===== src/rtl/dc_svc_pkg.sv =====
// Shared definitions for the service-word generator: DAL bit positions of the
// service word and the word read back when every source is inactive.
package dc_svc_pkg;

    localparam int SVC_W     = 16;
    localparam int N_ASYNC   = 9;

    localparam int SVC_EVNT  = 12;
    localparam int SVC_IRQ4  = 11;
    localparam int SVC_IRQ5  = 10;
    localparam int SVC_IRQ6  = 9;
    localparam int SVC_IRQ7  = 8;
    localparam int SVC_ACLO  = 7;
    localparam int SVC_GND   = 6;
    localparam int SVC_HALT  = 5;
    localparam int SVC_CCE   = 4;
    localparam int SVC_MMU   = 3;
    localparam int SVC_PAR   = 2;
    localparam int SVC_TMO   = 1;
    localparam int SVC_DCLO  = 0;

    localparam logic [SVC_W-1:0] SVC_IDLE = 16'h009D;

endpackage


===== src/rtl/svc_sync.sv =====
// Multi-bit flop-chain synchronizer; each bit is an independent level, so no
// cross-bit coherency is implied at the output.
module svc_sync #(
    parameter int WIDTH  = 1,
    parameter int STAGES = 2
) (
    input  logic             clk,
    input  logic             rst,
    input  logic [WIDTH-1:0] d_i,
    output logic [WIDTH-1:0] q_o
);

    logic [WIDTH-1:0] stage_q [STAGES];

    always_ff @(posedge clk) begin
        if (rst) begin
            for (int i = 0; i < STAGES; i++) stage_q[i] <= '0;
        end else begin
            stage_q[0] <= d_i;
            for (int i = 1; i < STAGES; i++) stage_q[i] <= stage_q[i-1];
        end
    end

    assign q_o = stage_q[STAGES-1];

endmodule


===== src/rtl/dc_svc.sv =====
// Service-word generator: synchronizes board conditions, latches transient
// events as sticky flags and presents a one-cycle snapshot on AD per read.
module dc_svc
    import dc_svc_pkg::*;
#(
    parameter int SYNC_STAGES = 2,
    parameter int LTC_EDGE    = 1
) (
    input  logic        clk,
    input  logic        rst,
    input  logic        rd_req,
    input  logic [3:0]  irq,
    input  logic        evnt,
    input  logic        ltc_ie,
    input  logic        aclo,
    input  logic        dclo,
    input  logic        halt,
    input  logic        cc_err,
    input  logic        bus_tmo,
    input  logic        par_err,
    input  logic        mmu_abt,
    output logic [15:0] ad_out,
    output logic        ad_oe
);

    logic [N_ASYNC-1:0] async_s;
    logic [3:0]         irq_s;
    logic               evnt_s, aclo_s, dclo_s, halt_s, cc_err_s;

    svc_sync #(
        .WIDTH  (N_ASYNC),
        .STAGES (SYNC_STAGES)
    ) u_sync (
        .clk (clk),
        .rst (rst),
        .d_i ({cc_err, halt, dclo, aclo, evnt, irq}),
        .q_o (async_s)
    );

    assign irq_s    = async_s[3:0];
    assign evnt_s   = async_s[4];
    assign aclo_s   = async_s[5];
    assign dclo_s   = async_s[6];
    assign halt_s   = async_s[7];
    assign cc_err_s = async_s[8];

    logic              tmo_f_q, par_f_q, abt_f_q, evt_f_q, evnt_prev_q;
    logic              tmo_f_d, par_f_d, abt_f_d, evt_f_d;
    logic [SVC_W-1:0]  ad_out_q, ad_out_d;
    logic              ad_oe_q, ad_oe_d;
    logic [SVC_W-1:0]  snap;
    logic              evt_rise;

    assign evt_rise = evnt_s & ~evnt_prev_q;

    always_comb begin
        snap            = '0;
        snap[SVC_EVNT]  = (LTC_EDGE != 0) ? evt_f_q : (evnt_s & ltc_ie);
        snap[SVC_IRQ4]  = irq_s[0];
        snap[SVC_IRQ5]  = irq_s[1];
        snap[SVC_IRQ6]  = irq_s[2];
        snap[SVC_IRQ7]  = irq_s[3];
        snap[SVC_ACLO]  = ~aclo_s;
        snap[SVC_GND]   = 1'b0;
        snap[SVC_HALT]  = halt_s;
        snap[SVC_CCE]   = ~cc_err_s;
        snap[SVC_MMU]   = ~abt_f_q;
        snap[SVC_PAR]   = ~par_f_q;
        snap[SVC_TMO]   = tmo_f_q;
        // DCLO reads 1 while DC is good, giving the 16'h009D idle word.
        snap[SVC_DCLO]  = ~dclo_s;
    end

    // A read clears what it captured; a pulse in the same cycle re-sets the flag.
    always_comb begin
        tmo_f_d  = (tmo_f_q & ~rd_req) | bus_tmo;
        par_f_d  = (par_f_q & ~rd_req) | par_err;
        abt_f_d  = (abt_f_q & ~rd_req) | mmu_abt;
        evt_f_d  = ltc_ie & (LTC_EDGE != 0) & ((evt_f_q & ~rd_req) | evt_rise);
        ad_out_d = rd_req ? snap : ad_out_q;
        ad_oe_d  = rd_req;
    end

    always_ff @(posedge clk) begin
        if (rst) begin
            tmo_f_q     <= 1'b0;
            par_f_q     <= 1'b0;
            abt_f_q     <= 1'b0;
            evt_f_q     <= 1'b0;
            evnt_prev_q <= 1'b0;
            ad_out_q    <= '0;
            ad_oe_q     <= 1'b0;
        end else begin
            tmo_f_q     <= tmo_f_d;
            par_f_q     <= par_f_d;
            abt_f_q     <= abt_f_d;
            evt_f_q     <= evt_f_d;
            evnt_prev_q <= evnt_s;
            ad_out_q    <= ad_out_d;
            ad_oe_q     <= ad_oe_d;
        end
    end

    assign ad_out = ad_out_q;
    assign ad_oe  = ad_oe_q;

endmodule


===== config.mk =====
export PLATFORM = sky130hd
export DESIGN_NAME = dc_svc
export DESIGN_NICKNAME = d
export VERILOG_FILES = /design/src/rtl/dc_svc_pkg.sv /design/src/rtl/svc_sync.sv /design/src/rtl/dc_svc.sv
export SDC_FILE = /design/constraint.sdc
export NUM_CORES = 1
export LEC_CHECK = 0
export BUFFER_PORTS_ARGS = -buffer_cell sky130_fd_sc_hd__buf_2
export CORE_MARGIN = 2
export CORE_UTILIZATION = 49
export DETAILED_ROUTE_END_ITERATION = 6
export HOLD_SLACK_MARGIN = 0.08
export PLACE_DENSITY_LB_ADDON = 0.08
export REMOVE_ABC_BUFFERS = 1
export SYNTH_ARGS = -nofsm -noshare
export SYNTH_HDL_FRONTEND = slang
export SYNTH_SLANG_ARGS = --single-unit
export TNS_END_PERCENT = 100

===== constraint.sdc =====
create_clock -name clk -period 0.9 [get_ports clk]
set_clock_uncertainty 0.15 [all_clocks]
set_input_delay 0.27 -clock clk [delete_from_list [all_inputs] [get_ports clk]]
set_output_delay 0.27 -clock clk [all_outputs]
set_load 0.02 [all_outputs]

# Yosys cells after proc, flatten, opt, wreduce, memory -nomap -nowiden
# Memory sizes are Yosys's and may differ from the RTL's.
# Cells that the tools add are included.
# totals
regBits	18
in_bits	16
ram_bits	18
memories	1
rom_bits	0
latchBits	0
# mem_list
memory	depth	word_bits	read_ports	rd_clocked_by_memory_dff	write_ports	line	rtl
u_sync.stage_q	2	9	2	0	2	svc_sync.sv:13	logic [WIDTH-1:0] stage_q [STAGES];
# op_classes
shifts	0
reduce_logical	0
eq_ne	0
muxes	5
n_bitwise	19
add_sub_neg	0
mul	0
div_mod_pow	0
magnitude_cmp	0
# ops
op	count
$mux 9	2
$not 1->1	7
$and 1x1->1	6
$or 1x1->1	6
$mux 1	3

# Longest topological paths before layout
# logic_depth
word_depth	4
depth_mapped	3
ltp_nobuf	2

# Modules after synthesis
# From an unflattened synthesis, not the netlist that was laid out.
# hier_totals
cells_unflattened	112
area_unflattened_um2	1244.9
# modules_own_cells
module	cells_per_inst	seq_area_each_um2	instances	area_each_um2
dc_svc	66	360.3	1	688.2
svc_sync	46	360.3	1	556.8

# Worst setup path after synthesis
# Ideal clock, no wire load.
# synth_path
path_kind	input to register
startpoint	in rst
endpoint	reg ad_out_q[2], in the netlist ad_out[2]
n_path_buf	2
t_required_ns	0.671
stages	3
t_arrival_ns	0.674
slack_ns	-0.003
setup_ns	0.079
cell_sequence	buf_6 > buf_6 > a211oi_2
# synth_rtl
item	line	rtl
start, declared	dc_svc.sv:10	input logic rst,
end signal, assigned	dc_svc.sv:99	ad_out_q <= ad_out_d;
end, declared	dc_svc.sv:49	logic [SVC_W-1:0] ad_out_q, ad_out_d;
# No word-level cell between the ends.

# Worst setup path in the final report
# layout_path
startpoint	reg ad_out_q[10], in the netlist ad_out[10]
endpoint	out ad_out[10]
# layout_rtl
item	line	rtl
end, declared	dc_svc.sv:22	output logic [15:0] ad_out,
# No word-level cell between the ends.

==> flow_metrics.env <==
export IMPL_finalHoldViolCount=4
export IMPL_grt_pass1_vias=645
export IMPL_synth_area_um2=1177
export IMPL_grt_ovfl_total=0
export IMPL_synth_top_area_cell="dfxtp_1"
export IMPL_setup_violations_final=13
export IMPL_place_congestion=0.5484
export IMPL_grt_usage_pct=14.65
export IMPL_min_period_ps=1219
export IMPL_synth_most_common_cell="dfxtp_1"
export IMPL_vdd_drop_max_uv=1549
export IMPL_drive_above_1_share_pct=43.26
export IMPL_drtPass1Iterations=2
export IMPL_critPathLaunchType="flop"
export IMPL_synth_seq_cells=36
export IMPL_cts_buffers=5
export IMPL_finalInstanceArea_um2=1551
export IMPL_swShare_pct=22.43
export IMPL_rows=17
export IMPL_holdPathEnd="u_sync.stage_q[0][7]$_SDFF_PP0_"
export IMPL_pwr_share_seq_pct=59.3
export IMPL_fillCellCount=172
export IMPL_violations="hold timing, setup timing"
export IMPL_fp_coreArea_um2=2233
export IMPL_postSynthCellCount=104
export IMPL_crit_required_ps=480
export IMPL_rr_startpoint="ad_out[4]$_SDFFE_PP0P_"
export IMPL_drv_cap=0
export IMPL_vias_per_cell=4.438
export IMPL_ff2ff_setup_slack_ps=30
export IMPL_initial_core_util_pct=52.72
export IMPL_critPathSlowestCell="dfxtp_2"
export IMPL_reg2regPathDepth=3
export IMPL_antenna_cells=0
export IMPL_fmax_ghz=0.8207
export IMPL_cts_sinks=36
export IMPL_seq_area_frac_synth_pct=61.21
export IMPL_combPwrFrac_pct=11.2
export IMPL_min_path_cells=2
export IMPL_synth_warnings=0
export IMPL_switchingPower_mw=0.6460
export IMPL_nets=156
export IMPL_hpwl_mm=1.155
export IMPL_critPathMaxStageDelay_ps=360
export IMPL_synthArstFlopShare_pct=0
export IMPL_hp_class="in2reg"
export IMPL_antenna_found_initial=0
export IMPL_rsz0062_at_grt="true"
export IMPL_cp_top_family="flip-flops"
export IMPL_dieArea_um2=2811
export IMPL_ys_types=12
export IMPL_ant_nets=0
export IMPL_drt_iter0_markers=1
export IMPL_routed_wl_mm=1.739
export IMPL_port_buffers=28
export IMPL_path_buf_inv=1
export IMPL_drc_errors=0
export IMPL_clkPwrFrac_pct=29.6
export IMPL_period_share_pct=135.4
export IMPL_setup_ws_ps=-318.5
export IMPL_clk_pin_slew_ps=100
export IMPL_cp_end_kind="output port"
export IMPL_syn_avg_cell_area_um2=11.32
export IMPL_status="finished, violations left"
export IMPL_placed_area_um2=1370
export IMPL_grt_pass1_wl_mm=2.739
export IMPL_crit_type="reg2out"
export IMPL_synth_edf_count=0
export IMPL_die_w_um=53.02
export IMPL_area_delta_synth_final_pct=31.77
export IMPL_cts_tree="done"
export IMPL_synth_top_cell_area_share_pct=61.21
export IMPL_hp_start="halt"
export IMPL_clock_latency_ps=320
export IMPL_seq_area_um2=737.0
export IMPL_powerDensity_nw_per_um2=1856
export IMPL_pin_count=33
export IMPL_netlist_top_cells_count="dfxtp_1, nor2b_1, nor2_1"
export IMPL_multiInputGateArea_um2=377.9
export IMPL_num_vias=750
export IMPL_intPower_mw=2.234
export IMPL_wl_per_cell_um=10.29
export IMPL_p_leak_nw=0.6904
export IMPL_drv_slew=0
export IMPL_r2r_end="ad_out[4]$_SDFFE_PP0P_"
export IMPL_die_y_um=53.02
export IMPL_path_max_fanout=2
export IMPL_root_buffer="clkbuf_4"
export IMPL_path_cells="buf_6"
export IMPL_synth_area_leaders="dfxtp_1, nor2b_1, mux2i_1"
export IMPL_holdWs_ps=-3.002
export IMPL_grt_max_degree=18
export IMPL_htreeDepth=2
export IMPL_cts_max_path_buffers=2
export IMPL_crit_path_start="ad_out[10]$_SDFFE_PP0P_"
export IMPL_ys_flop_type="dfxtp_1"
export IMPL_critical_path_arrival_ps=800
## layer usage
metal	GRT usage, %	vias up	share of wire, %
met5	0	-	0
met4	10.26	0	1.1
met3	8.757	2	8.3
met2	20.42	28	44
met1	16.37	329	47
li1	-	391	-
## flip-flops by register name, indices dropped and copies added (netlist names)
signal and count:
abt_f_q 1, ad_oe 1, ad_out 12, evnt_prev_q 1, evt_f_q 1, par_f_q 1
tmo_f_q 1, u_sync.stage_q 18
## worst max-delay path by stage
| stage | endpoint | cells past startpoint |
|---|---|---|
| floorplan | ad_out[2]$_SDFFE_PP0P_ | 2 |
| global placement | ad_out[9]$_SDFFE_PP0P_ | 4 |
| detailed placement | ad_out[9]$_SDFFE_PP0P_ | 4 |
| CTS | ad_out[10] | 1 |
| global route | ad_out[8] | 1 |
| finish | ad_out[10] | 1 |
## stage by stage
| stage | total power [mW] | cells | worst slack (ps) | setup TNS, ps | util, % |
|---|---|---|---|---|---|
| after global routing | 3.029 | 169 | -370.0 | -4555 | 69.47 |
| after global placement | 2.003 | 158 | -143.9 | -2108 | 61.34 |
| after floorplan | 1.858 | 97 | 63.94 | 0 | - |
| after CTS | 2.931 | 167 | -349.7 | -4283 | 68.68 |
| after detailed placement | 2.012 | 158 | -176.7 | -2602 | 61.34 |
| final | 2.880 | 169 | -318.5 | -3921 | 69.47 |
## cells by family (layout without fill, tap and decap cells)
family                 after synthesis  count (layout)  synth area share [%]
and+or+nand+nor                     38              38                 17.64
DFF                                 36              36                 61.21
AOI/OAI and AO/OA                    9               9                 7.014
muxes                                7               7                 5.951
other                                1               4                0.3185
buffers and inverters               13              47                 7.864
## layout make-up
cell class	instances	area share, %
clock buffer	8	3.790
tap	28	2.258
sequential	36	47.50
multi-input combinational	58	24.35
inverter	3	0.7258
timing repair buffer	36	21.37
## what timing repair did
action | 4_1_cts | 5_1_grt
endpoints found under the hold margin | 13 | 13
setup endpoints to repair | 13 | 13
resized for setup | 39 | 1
buffers inserted | 1 | 2
## cell usage in the layout, fill, tap and decap left out, drive strengths merged
cell,count
dfxtp,36
conb,4
inv,3
a211oi,5
a21oi,4
nor2b,20
nor2,12
nand2b,6
mux2i,7
buf,36
clkbuf,8
## power groups by stage
stage	clock network (mW)	registers [mW]	logic, mW
after floorplan	0	1.76	0.0949
after global placement	0	1.73	0.274
after detailed placement	0	1.73	0.280
after CTS	0.907	1.71	0.317
after global routing	0.966	1.71	0.348
final	0.851	1.71	0.322
Note: power is estimated with default switching activity, not from simulation.
